**config.mk**
```make
export PLATFORM = sky130hd
export DESIGN_NAME = err_power_meter_flat
export DESIGN_NICKNAME = d
export VERILOG_FILES = /design/src/rtl/err_power_meter_if.sv /design/src/rtl/err_power_meter.sv /design/src/flat_wrapper.sv
export SDC_FILE = /design/constraint.sdc
export NUM_CORES = 2
export LEC_CHECK = 0
export CAP_MARGIN = 10
export CORE_AREA = 2 2 264 266
export DETAILED_ROUTE_END_ITERATION = 7
export DIE_AREA = 0 0 266 268
export MAX_ROUTING_LAYER = met4
export PLACE_DENSITY = 0.7
export SYNTH_ARGS = -nofsm -noshare
export SYNTH_HDL_FRONTEND = slang
export SYNTH_SLANG_ARGS = --single-unit
```
**constraint.sdc**
```tcl
create_clock -name clk -period 8.4 [get_ports clk]
set_input_delay 2.52 -clock clk [delete_from_list [all_inputs] [get_ports clk]]
set_output_delay 2.52 -clock clk [all_outputs]
set_load 0.02 [all_outputs]
```
**src/rtl/err_power_meter_if.sv**
```systemverilog
// Measurement bus for err_power_meter: window control, packed error samples
// and the published per-channel mean/peak results.
interface err_power_meter_if #(
  parameter int W        = 18,
  parameter int LOG2_LEN = 20,
  parameter int NCH      = 2
);
  logic                clk_en;
  logic                start;
  logic                abort;
  logic                continuous;
  logic                mode;
  logic [NCH*W-1:0]    err;
  logic [NCH*W-1:0]    mean_out;
  logic [NCH*W-1:0]    peak_out;
  logic                busy;
  logic                done;
  logic                result_valid;
  logic [LOG2_LEN-1:0] sample_cnt;

  modport master (
    output clk_en, start, abort, continuous, mode, err,
    input  mean_out, peak_out, busy, done, result_valid, sample_cnt
  );

  modport slave (
    input  clk_en, start, abort, continuous, mode, err,
    output mean_out, peak_out, busy, done, result_valid, sample_cnt
  );
endinterface

```
**src/rtl/err_power_meter.sv**
```systemverilog
// Windowed per-channel error power meter: mean squared or mean absolute error
// over 2^LOG2_LEN accepted samples, plus the peak magnitude of each window.
module err_power_meter #(
  parameter int W        = 18,
  parameter int LOG2_LEN = 20,
  parameter int NCH      = 2
) (
  input logic          clk,
  input logic          reset,
  err_power_meter_if.slave bus
);
  localparam int AW = W + LOG2_LEN;
  localparam logic [W-1:0] MIN_NEG = {1'b1, {(W-1){1'b0}}};
  localparam logic [W-1:0] MAX_POS = {1'b0, {(W-1){1'b1}}};

  typedef enum logic {IDLE, ACCUM} state_e;

  state_e              state_q, state_d;
  logic                mode_q, mode_d;
  logic [AW-1:0]       acc_q [NCH];
  logic [AW-1:0]       acc_d [NCH];
  logic [W-1:0]        peak_q [NCH];
  logic [W-1:0]        peak_d [NCH];
  logic [LOG2_LEN-1:0] cnt_q, cnt_d;
  logic [NCH*W-1:0]    mean_out_q, mean_out_d;
  logic [NCH*W-1:0]    peak_out_q, peak_out_d;
  logic                done_q, done_d;
  logic                valid_q, valid_d;

  logic [W-1:0]        raw     [NCH];
  logic [2*W-1:0]      ext     [NCH];
  logic [W-1:0]        sqTerm  [NCH];
  logic [W-1:0]        absSat  [NCH];
  logic [W-1:0]        term    [NCH];
  logic [AW-1:0]       accSum  [NCH];
  logic [W-1:0]        peakNew [NCH];

  logic accept;
  logic winEnd;
  logic clearWin;

  // The square is taken modulo 2^(2W) on sign-extended operands, which equals
  // the signed product; the most negative input squares to 2^(W-1) unwrapped.
  always_comb begin
    for (int k = 0; k < NCH; k++) begin
      raw[k]     = bus.err[k*W +: W];
      ext[k]     = {{W{raw[k][W-1]}}, raw[k]};
      sqTerm[k]  = W'((ext[k] * ext[k]) >> (W-1));
      if (raw[k] == MIN_NEG)
        absSat[k] = MAX_POS;
      else if (raw[k][W-1])
        absSat[k] = ~raw[k] + W'(1);
      else
        absSat[k] = raw[k];
      term[k]    = mode_q ? absSat[k] : sqTerm[k];
      accSum[k]  = acc_q[k] + AW'(term[k]);
      peakNew[k] = (absSat[k] > peak_q[k]) ? absSat[k] : peak_q[k];
    end
  end

  assign accept = (state_q == ACCUM) && bus.clk_en;
  assign winEnd = accept && (cnt_q == '1);

  // Priority: abort, then window end (which may also restart), then start.
  always_comb begin
    state_d    = state_q;
    mode_d     = mode_q;
    acc_d      = acc_q;
    peak_d     = peak_q;
    cnt_d      = cnt_q;
    mean_out_d = mean_out_q;
    peak_out_d = peak_out_q;
    done_d     = 1'b0;
    valid_d    = valid_q;
    clearWin   = 1'b0;

    if (bus.abort) begin
      state_d  = IDLE;
      valid_d  = 1'b0;
      clearWin = 1'b1;
    end else if (state_q == IDLE) begin
      if (bus.start) begin
        state_d  = ACCUM;
        mode_d   = bus.mode;
        valid_d  = 1'b0;
        clearWin = 1'b1;
      end
    end else if (winEnd) begin
      for (int k = 0; k < NCH; k++) begin
        mean_out_d[k*W +: W] = accSum[k][AW-1:LOG2_LEN];
        peak_out_d[k*W +: W] = peakNew[k];
      end
      done_d   = 1'b1;
      valid_d  = 1'b1;
      clearWin = 1'b1;
      if (bus.start || bus.continuous)
        mode_d = bus.mode;
      else
        state_d = IDLE;
    end else if (bus.start) begin
      mode_d   = bus.mode;
      valid_d  = 1'b0;
      clearWin = 1'b1;
    end else if (accept) begin
      acc_d  = accSum;
      peak_d = peakNew;
      cnt_d  = cnt_q + LOG2_LEN'(1);
    end

    if (clearWin) begin
      for (int k = 0; k < NCH; k++) begin
        acc_d[k]  = '0;
        peak_d[k] = '0;
      end
      cnt_d = '0;
    end
  end

  always_ff @(posedge clk or posedge reset) begin
    if (reset) begin
      state_q    <= IDLE;
      mode_q     <= 1'b0;
      cnt_q      <= '0;
      mean_out_q <= '0;
      peak_out_q <= '0;
      done_q     <= 1'b0;
      valid_q    <= 1'b0;
      for (int k = 0; k < NCH; k++) begin
        acc_q[k]  <= '0;
        peak_q[k] <= '0;
      end
    end else begin
      state_q    <= state_d;
      mode_q     <= mode_d;
      cnt_q      <= cnt_d;
      mean_out_q <= mean_out_d;
      peak_out_q <= peak_out_d;
      done_q     <= done_d;
      valid_q    <= valid_d;
      for (int k = 0; k < NCH; k++) begin
        acc_q[k]  <= acc_d[k];
        peak_q[k] <= peak_d[k];
      end
    end
  end

  assign bus.mean_out     = mean_out_q;
  assign bus.peak_out     = peak_out_q;
  assign bus.busy         = (state_q == ACCUM);
  assign bus.done         = done_q;
  assign bus.result_valid = valid_q;
  assign bus.sample_cnt   = cnt_q;
endmodule

```
**src/flat_wrapper.sv**
```systemverilog
// flat-port wrapper written by rule: the top's interface ports become plain ports
module err_power_meter_flat 
#(
  parameter int W        = 18,
  parameter int LOG2_LEN = 20,
  parameter int NCH      = 2
)
  (clk, reset, bus_clk_en, bus_start, bus_abort, bus_continuous, bus_mode, bus_err, bus_mean_out, bus_peak_out, bus_busy, bus_done, bus_result_valid, bus_sample_cnt);
  err_power_meter_if #(.W(W), .LOG2_LEN(LOG2_LEN), .NCH(NCH)) bus_i ();
  input logic clk;
  input logic reset;
  input wire logic [$bits(bus_i.clk_en)-1:0] bus_clk_en;
  input wire logic [$bits(bus_i.start)-1:0] bus_start;
  input wire logic [$bits(bus_i.abort)-1:0] bus_abort;
  input wire logic [$bits(bus_i.continuous)-1:0] bus_continuous;
  input wire logic [$bits(bus_i.mode)-1:0] bus_mode;
  input wire logic [$bits(bus_i.err)-1:0] bus_err;
  output wire logic [$bits(bus_i.mean_out)-1:0] bus_mean_out;
  output wire logic [$bits(bus_i.peak_out)-1:0] bus_peak_out;
  output wire logic [$bits(bus_i.busy)-1:0] bus_busy;
  output wire logic [$bits(bus_i.done)-1:0] bus_done;
  output wire logic [$bits(bus_i.result_valid)-1:0] bus_result_valid;
  output wire logic [$bits(bus_i.sample_cnt)-1:0] bus_sample_cnt;
  assign bus_i.clk_en = bus_clk_en;
  assign bus_i.start = bus_start;
  assign bus_i.abort = bus_abort;
  assign bus_i.continuous = bus_continuous;
  assign bus_i.mode = bus_mode;
  assign bus_i.err = bus_err;
  assign bus_mean_out = bus_i.mean_out;
  assign bus_peak_out = bus_i.peak_out;
  assign bus_busy = bus_i.busy;
  assign bus_done = bus_i.done;
  assign bus_result_valid = bus_i.result_valid;
  assign bus_sample_cnt = bus_i.sample_cnt;
  err_power_meter #(.W(W), .LOG2_LEN(LOG2_LEN), .NCH(NCH)) u_core (.clk(clk), .reset(reset), .bus(bus_i));
endmodule
```
# [After elaboration in Yosys (flattened, before gate mapping)]
# Index checks and enable logic that the tools add are counted.
[word_totals] ff_bits=208 out_inout_bits=95 elab_cells=83 inputBits=43
[classes] mul=2 eq_ne=7 mux=45 bitwise=3 add_sub_neg=5 order_cmp=2 reduce_logical=8
[ops] operator="two-way mux 76 bit" n=6
[ops] operator="two-way mux 36 bit" n=6
[ops] operator="two-way mux 18 bit" n=8
[ops] operator="two-way mux 20 bit" n=6
[ops] operator="adder 38 x 18 -> 38 bit" n=2
[ops] operator="multiplier 18 x 18 -> 35 bit" n=2
[ops] operator="adder 18 x 1 -> 18 bit (second input constant)" n=2
[ops] operator="equality test 18 bit (second input constant)" n=2
[ops] operator="greater-than comparator 18 bit" n=2
[ops] operator="NOT 18 bit" n=2
[ops] operator="adder 20 x 1 -> 20 bit (second input constant)" n=1
[ops] operator="equality test 20 bit (second input constant)" n=1
[ops] operator="two-way mux 1 bit" n=19
[ops] operator="AND reduction 5 bit" n=1
[ops] operator="!= test 2 x 1 -> 1 bit (second input constant)" n=2
[ops] operator="nonzero test 2 bit" n=2
[ops] operator="!= test 3 bit (second input constant)" n=1
[ops] operator="AND reduction 3 bit" n=1
[ops] operator="logical AND 1 bit" n=2
[ops] operator="!= test 2 bit (second input constant)" n=1
[ops] operator="AND reduction 2 bit" n=1
[ops] operator="logical OR 1 bit" n=1
[ops] operator="NOT 1 bit" n=1

# [Logic depth before layout (Yosys ltp)]
[logic_depth] depth_word=12 ltp_mapped=38 mapped_depth_nobuf=35

# [Worst setup path after synthesis]
# OpenSTA, ideal clock, no wires.
[synth_path] kind="in2reg" from="input bus_err[35]" to="register u_core.mean_out_q[24] (netlist: u_core.bus.mean_out[24])" arrival_ns=10.597 setup_time_ns=0.127 n_path_buf=4 path_slack_ns=-2.323 cell_stages=32 required_time_ns=8.273 path_cell_list="clkbuf_1 > clkbuf_1 > buf_1 > nand2_1 > fa_1 > inv_1 > fa_1 > inv_1 > fa_1 > fa_1 > inv_1 > fa_1 > inv_1 > fa_1 > inv_1 > ha_1 > o21ai_0 > a21oi_1 > a2111oi_2 > nand3_1 > a311oi_2 > nor3_1 > a21o_1 > a211oi_1 > o21ai_0 > ha_1 > or4_2 > a31oi_1 > or2_1 > clkbuf_1 > mux2i_1 > nand3_1"
[synth_via] elab_chain_len=6 word_cells_on_any_way=8 cone_classes="add/sub (2); mul (1); eq/ne (1); mux (3); bitwise (1)"
[synth_lines] element="from (decl)" line="flat_wrapper.sv:17" source="input wire logic [$bits(bus_i.err)-1:0] bus_err;"
[synth_lines] element="parallel branches: the longest is 4 deep, another holds multiplier 18 x 18 -> 35 bit"
[synth_lines] element="two-way mux 18 bit (*)" line="err_power_meter.sv:55" source="term[k] = mode_q ? absSat[k] : sqTerm[k];"
[synth_lines] element="adder 38 x 18 -> 38 bit (*)" line="err_power_meter.sv:56" source="accSum[k] = acc_q[k] + AW'(term[k]);"
[synth_lines] element="to (signal assigned)" line="err_power_meter.sv:136" source="mean_out_q <= mean_out_d;"
[synth_lines] element="to (decl)" line="err_power_meter.sv:25" source="logic [NCH*W-1:0] mean_out_q, mean_out_d;"
# Every way passes the cells marked *.
# A chain may end at the register's enable or synchronous reset.

# [Worst setup path after layout]
[layout_path] from="input bus_err[23]" to="register u_core.mean_out_q[24] (netlist: u_core.bus.mean_out[24])"
# The elaborated chain is that of the path after synthesis.

==> summary.md <==
| Metric | Value |
|---|---|
| CTS sink count | 208 |
| Min-delay src | u_core.bus.mean_out[18]$_DFFE_PP0P_ |
| Fraction of synthesized cell area taken by the top area cell type | 0.345 |
| Portion of the clock cycle consumed by the worst path in the final layout | 1.17 |
| Final-layout fill cell count | 5,167 |
| Number of buffers created by CTS | 25 |
| Endpoint of the worst-slack reg-to-reg timing path | u_core.acc_q[65]$_DFFE_PP0P_ |
| Prevailing post-synth register cell | sky130_fd_sc_hd__dfrtp_1 |
| Initial drt markers | 1,570 |
| Top cells by count, synth | 860 x sky130_fd_sc_hd__inv_1, 585 x sky130_fd_sc_hd__fa_1, 443 x sky130_fd_sc_hd__nand2_1, 276 x sky130_fd_sc_hd__ha_1, 221 x sky130_fd_sc_hd__nor2_1 |
| Async S/R FF share, synth | 1.00 |
| Final nets | 5,364 |
| Class of the most critical setup path | in2reg |
| Wire length of the first global-routing pass | 153 mm |
| Netlist cell types | 80 |
| Vias per cell | 5.23 |
| Synth Warn # | 0 |
| Post-synthesis sequential area ratio | 0.154 |
| Final Instance Area | 45,200 µm² |
| Initial cell density of the core | 0.497 |
| Net count after synthesis | 4,688 |
| HPWL Detailed | 70.3 mm |
| Die outline area | 71,300 µm² |
| Worst Tran Pin Value | 1260 ps |
| Post-detailed-placement cell area | 40,800 µm² |
| Mean routed wirelength per cell | 17.4 µm |
| Fraction of final layout cells sized beyond drive strength 1 | 0.282 |
| Worst R2R Setup Slack | 3950 ps |
| Setup TNS Final | -114,220 ps |
| Clock Skews | 15.3 ps |
| Worst r2r src | u_core.mode_q$_DFFE_PP0P_ |
| Post-Synthesis Cell Area | 33,900 µm² |
| Setup-violating endpoint count in the final report | 106 |
| Relative slew margins | 0.160 |
| Clock-pin slew reported for the worst setup and hold paths after clock tree synthesis | 60 ps |
| Startpoint kind of the worst setup timing path | primary input |
| Vias post-DR | 28,100 |
| Global router's overall resource usage | 0.275 |
| Data arrival time of the critical path | 10,270 ps |
| Hold path endpoint | u_core.bus.mean_out[18]$_DFFE_PP0P_ |
| Dominant cell by count in the synthesized netlist | sky130_fd_sc_hd__inv_1 |
| Worst Reg2Reg Path Length in Cells | 15 |
| RSZ-0062 raised after global routing | true |
| Number of I/O pins | 138 |
| Max Clock Freq | 0.101 GHz |
| Family with the most delay on the worst path | adder cells |
| CTS Buffer Depth | 3 |
| Stage delay of the slowest cell on the critical path | 530 ps |
| Dominant cells by area after synthesis | sky130_fd_sc_hd__fa_1 35%, sky130_fd_sc_hd__dfrtp_1 15%, sky130_fd_sc_hd__ha_1 10% |
| Y dimension of the die | 268 µm |
| Die W | 266 µm |
| Leading area contributor after synthesis | sky130_fd_sc_hd__fa_1 |
| Row Count | 96 |
| Hold Crit Class | reg2reg |
| Post-layout min period | 9860 ps |
| Final GP Congestion | 0.887 |
| PnR worst setup slack | -1460 ps |
| Skew-Pair Late Insertion Delay | 540 ps |
| Number of endpoints with negative hold slack in the final report | 0 |
| Number of DRC violations after detailed routing | 0 |
| Violations in the final reports | setup timing |
| Post-synthesis area per instance | 8.96 µm² |
| Vias in the first global route | 30,300 |
| Input/output buffers | 137 |
| Endpoint class of the critical path | flop |
| Result of the run | finished, violations left |
| Slowest stage cell, crit path | sky130_fd_sc_hd__fa_1 |
| Final global-route overflow total | 0 |
| Clock tree from TritonCTS | yes |
| Routed Wire Length | 93.5 mm |
| Cells after synthesis | 3,784 |
| Maximum capacitance violations | 0 |
| Clock tree root driver cell | sky130_fd_sc_hd__clkbuf_16 |
| Count of flip-flops with a built-in enable after synthesis | 0 |
| Req. time, crit path | 8810 ps |
| Critical path peak fanout | 7 |
| WP buf/inv | 13 |
| Antenna viol nets, final | 0 |
| Initial antenna violation count | 0 |
| Pin count of the biggest net entering global routing | 97 |
| Max-slew violation count | 0 |
| CTS H-Tree Depth | 1 |
| Number of cells traversed by the worst hold path | 2 |
| Register bit count reported by yosys | 208 |
| Drt first pass iters | 6 |
| Area grow syn2layout | 33.3% |
| Number of antenna diodes | 0 |
| Library cell appearing most often on the critical path | sky130_fd_sc_hd__fa_1 |
| Core region area | 68,200 µm² |
## worst reg2reg max path: cells and delay by family, from the launching register on
| family | cells | cell delay (ps) |
|---|---|---|
| AO/OA/AOI/OAI | 6 | 1580 |
| flip-flops | 1 | 840 |
| AND/OR/NAND/NOR | 3 | 250 |
| XOR/XNOR | 1 | 190 |
| adder cells (fa/ha/maj) | 1 | 270 |
| buffers and inverters | 4 | 1170 |
## state kept, by name, summed over array words and instances (netlist names)
| name | count |
|---|---|
| u_core.bus.sample_cnt | 20 |
| u_core.bus.done | 1 |
| u_core.bus.mean_out | 36 |
| u_core.acc_q | 76 |
| u_core.bus.result_valid | 1 |
| u_core.bus.busy | 1 |
| u_core.bus.peak_out | 36 |
| u_core.mode_q | 1 |
| u_core.peak_q | 36 |
## stage by stage
stage / instances / utilization / hold WS (ps) / worst slack (ps)
2_1_floorplan: 3784 / - / 482 / -1480
3_3_place_gp: 5162 / 0.598 / 462 / -2280
3_5_place_dp: 5162 / 0.598 / 470 / -2490
4_1_cts: 5330 / 0.645 / 483 / -1370
5_1_grt: 5360 / 0.662 / 494 / -1670
6_report: 5360 / 0.662 / 478 / -1460
## area by class of cell
| cell class | count | area, µm² | area share |
|---|---|---|---|
| multi-input combinational | 2564 | 27500 | 0.608 |
| timing repair buffer | 793 | 7250 | 0.160 |
| sequential | 208 | 5200 | 0.115 |
| inverter | 868 | 3340 | 0.0738 |
| tap | 882 | 1100 | 0.0244 |
| clock buffer | 37 | 701 | 0.0155 |
| clock inverter | 8 | 123 | 0.00271 |
## placed cells by master (no fill, tap or decap), drive strengths merged, types with 6 or more instances in the layout
master / instances
a211oi: 47
a21o: 65
a21oi: 133
a31oi: 15
and2: 71
and3: 18
buf: 686
clkbuf: 41
clkdlybuf4s50: 101
clkinv: 8
dfrtp: 208
fa: 585
ha: 276
inv: 861
mux2i: 45
nand2: 444
nand2b: 17
nand3: 52
nand4: 22
nor2: 221
nor2b: 6
nor3: 45
nor4: 19
o211ai: 6
o21a: 13
o21ai: 140
o21bai: 12
o31ai: 17
or2: 7
or3: 16
or4: 13
xnor2: 135
xor2: 63
## what timing repair did
action / in CTS / in global routing
hold buffers: 0 / 0
gates cloned: 7 / 0
pin swaps: 261 / 220
resized for setup: 479 / 302
setup buffers: 118 / 45
setup endpoints to repair: 109 / 108
## layer usage
| layer | up-vias | GRT usage | wire length, µm |
|---|---|---|---|
| met4 | 0 | 0.0659 | 2690 |
| li1 | 13100 | - | - |
| met3 | 197 | 0.0278 | 4670 |
| met1 | 14100 | 0.364 | 39800 |
| met5 | - | - | 0 |
| met2 | 692 | 0.461 | 46400 |
## worst max-delay path by stage
stage          slack, ps  cells past startpoint                                   to         from
2_1_floorplan      -1480                     34         u_core.acc_q[34]$_DFFE_PP0P_  bus_err[35]
6_report           -1460                     37  u_core.bus.mean_out[24]$_DFFE_PP0P_  bus_err[23]
3_5_place_dp       -2490                     30         u_core.acc_q[28]$_DFFE_PP0P_  bus_err[27]
3_3_place_gp       -2280                     32         u_core.acc_q[34]$_DFFE_PP0P_  bus_err[23]
4_1_cts            -1370                     34  u_core.bus.mean_out[26]$_DFFE_PP0P_  bus_err[21]
5_1_grt            -1670                     36  u_core.bus.mean_out[24]$_DFFE_PP0P_  bus_err[30]
## cell families (layout without fill, tap and decap cells)
| family | Yosys count | in the layout | share of synthesized area |
|---|---|---|---|
| simple gates | 965 | 966 | 0.128 |
| buf+inv | 1013 | 1706 | 0.114 |
| xor+xnor | 198 | 198 | 0.0512 |
| compound gates | 494 | 494 | 0.0926 |
| flops | 208 | 208 | 0.154 |
| fa+ha+maj | 861 | 861 | 0.447 |
| mux | 45 | 45 | 0.0133 |
Power is left out: the tool's default activity adds up to more than one toggle a clock period on the data nets, which glitch-free logic cannot reach.
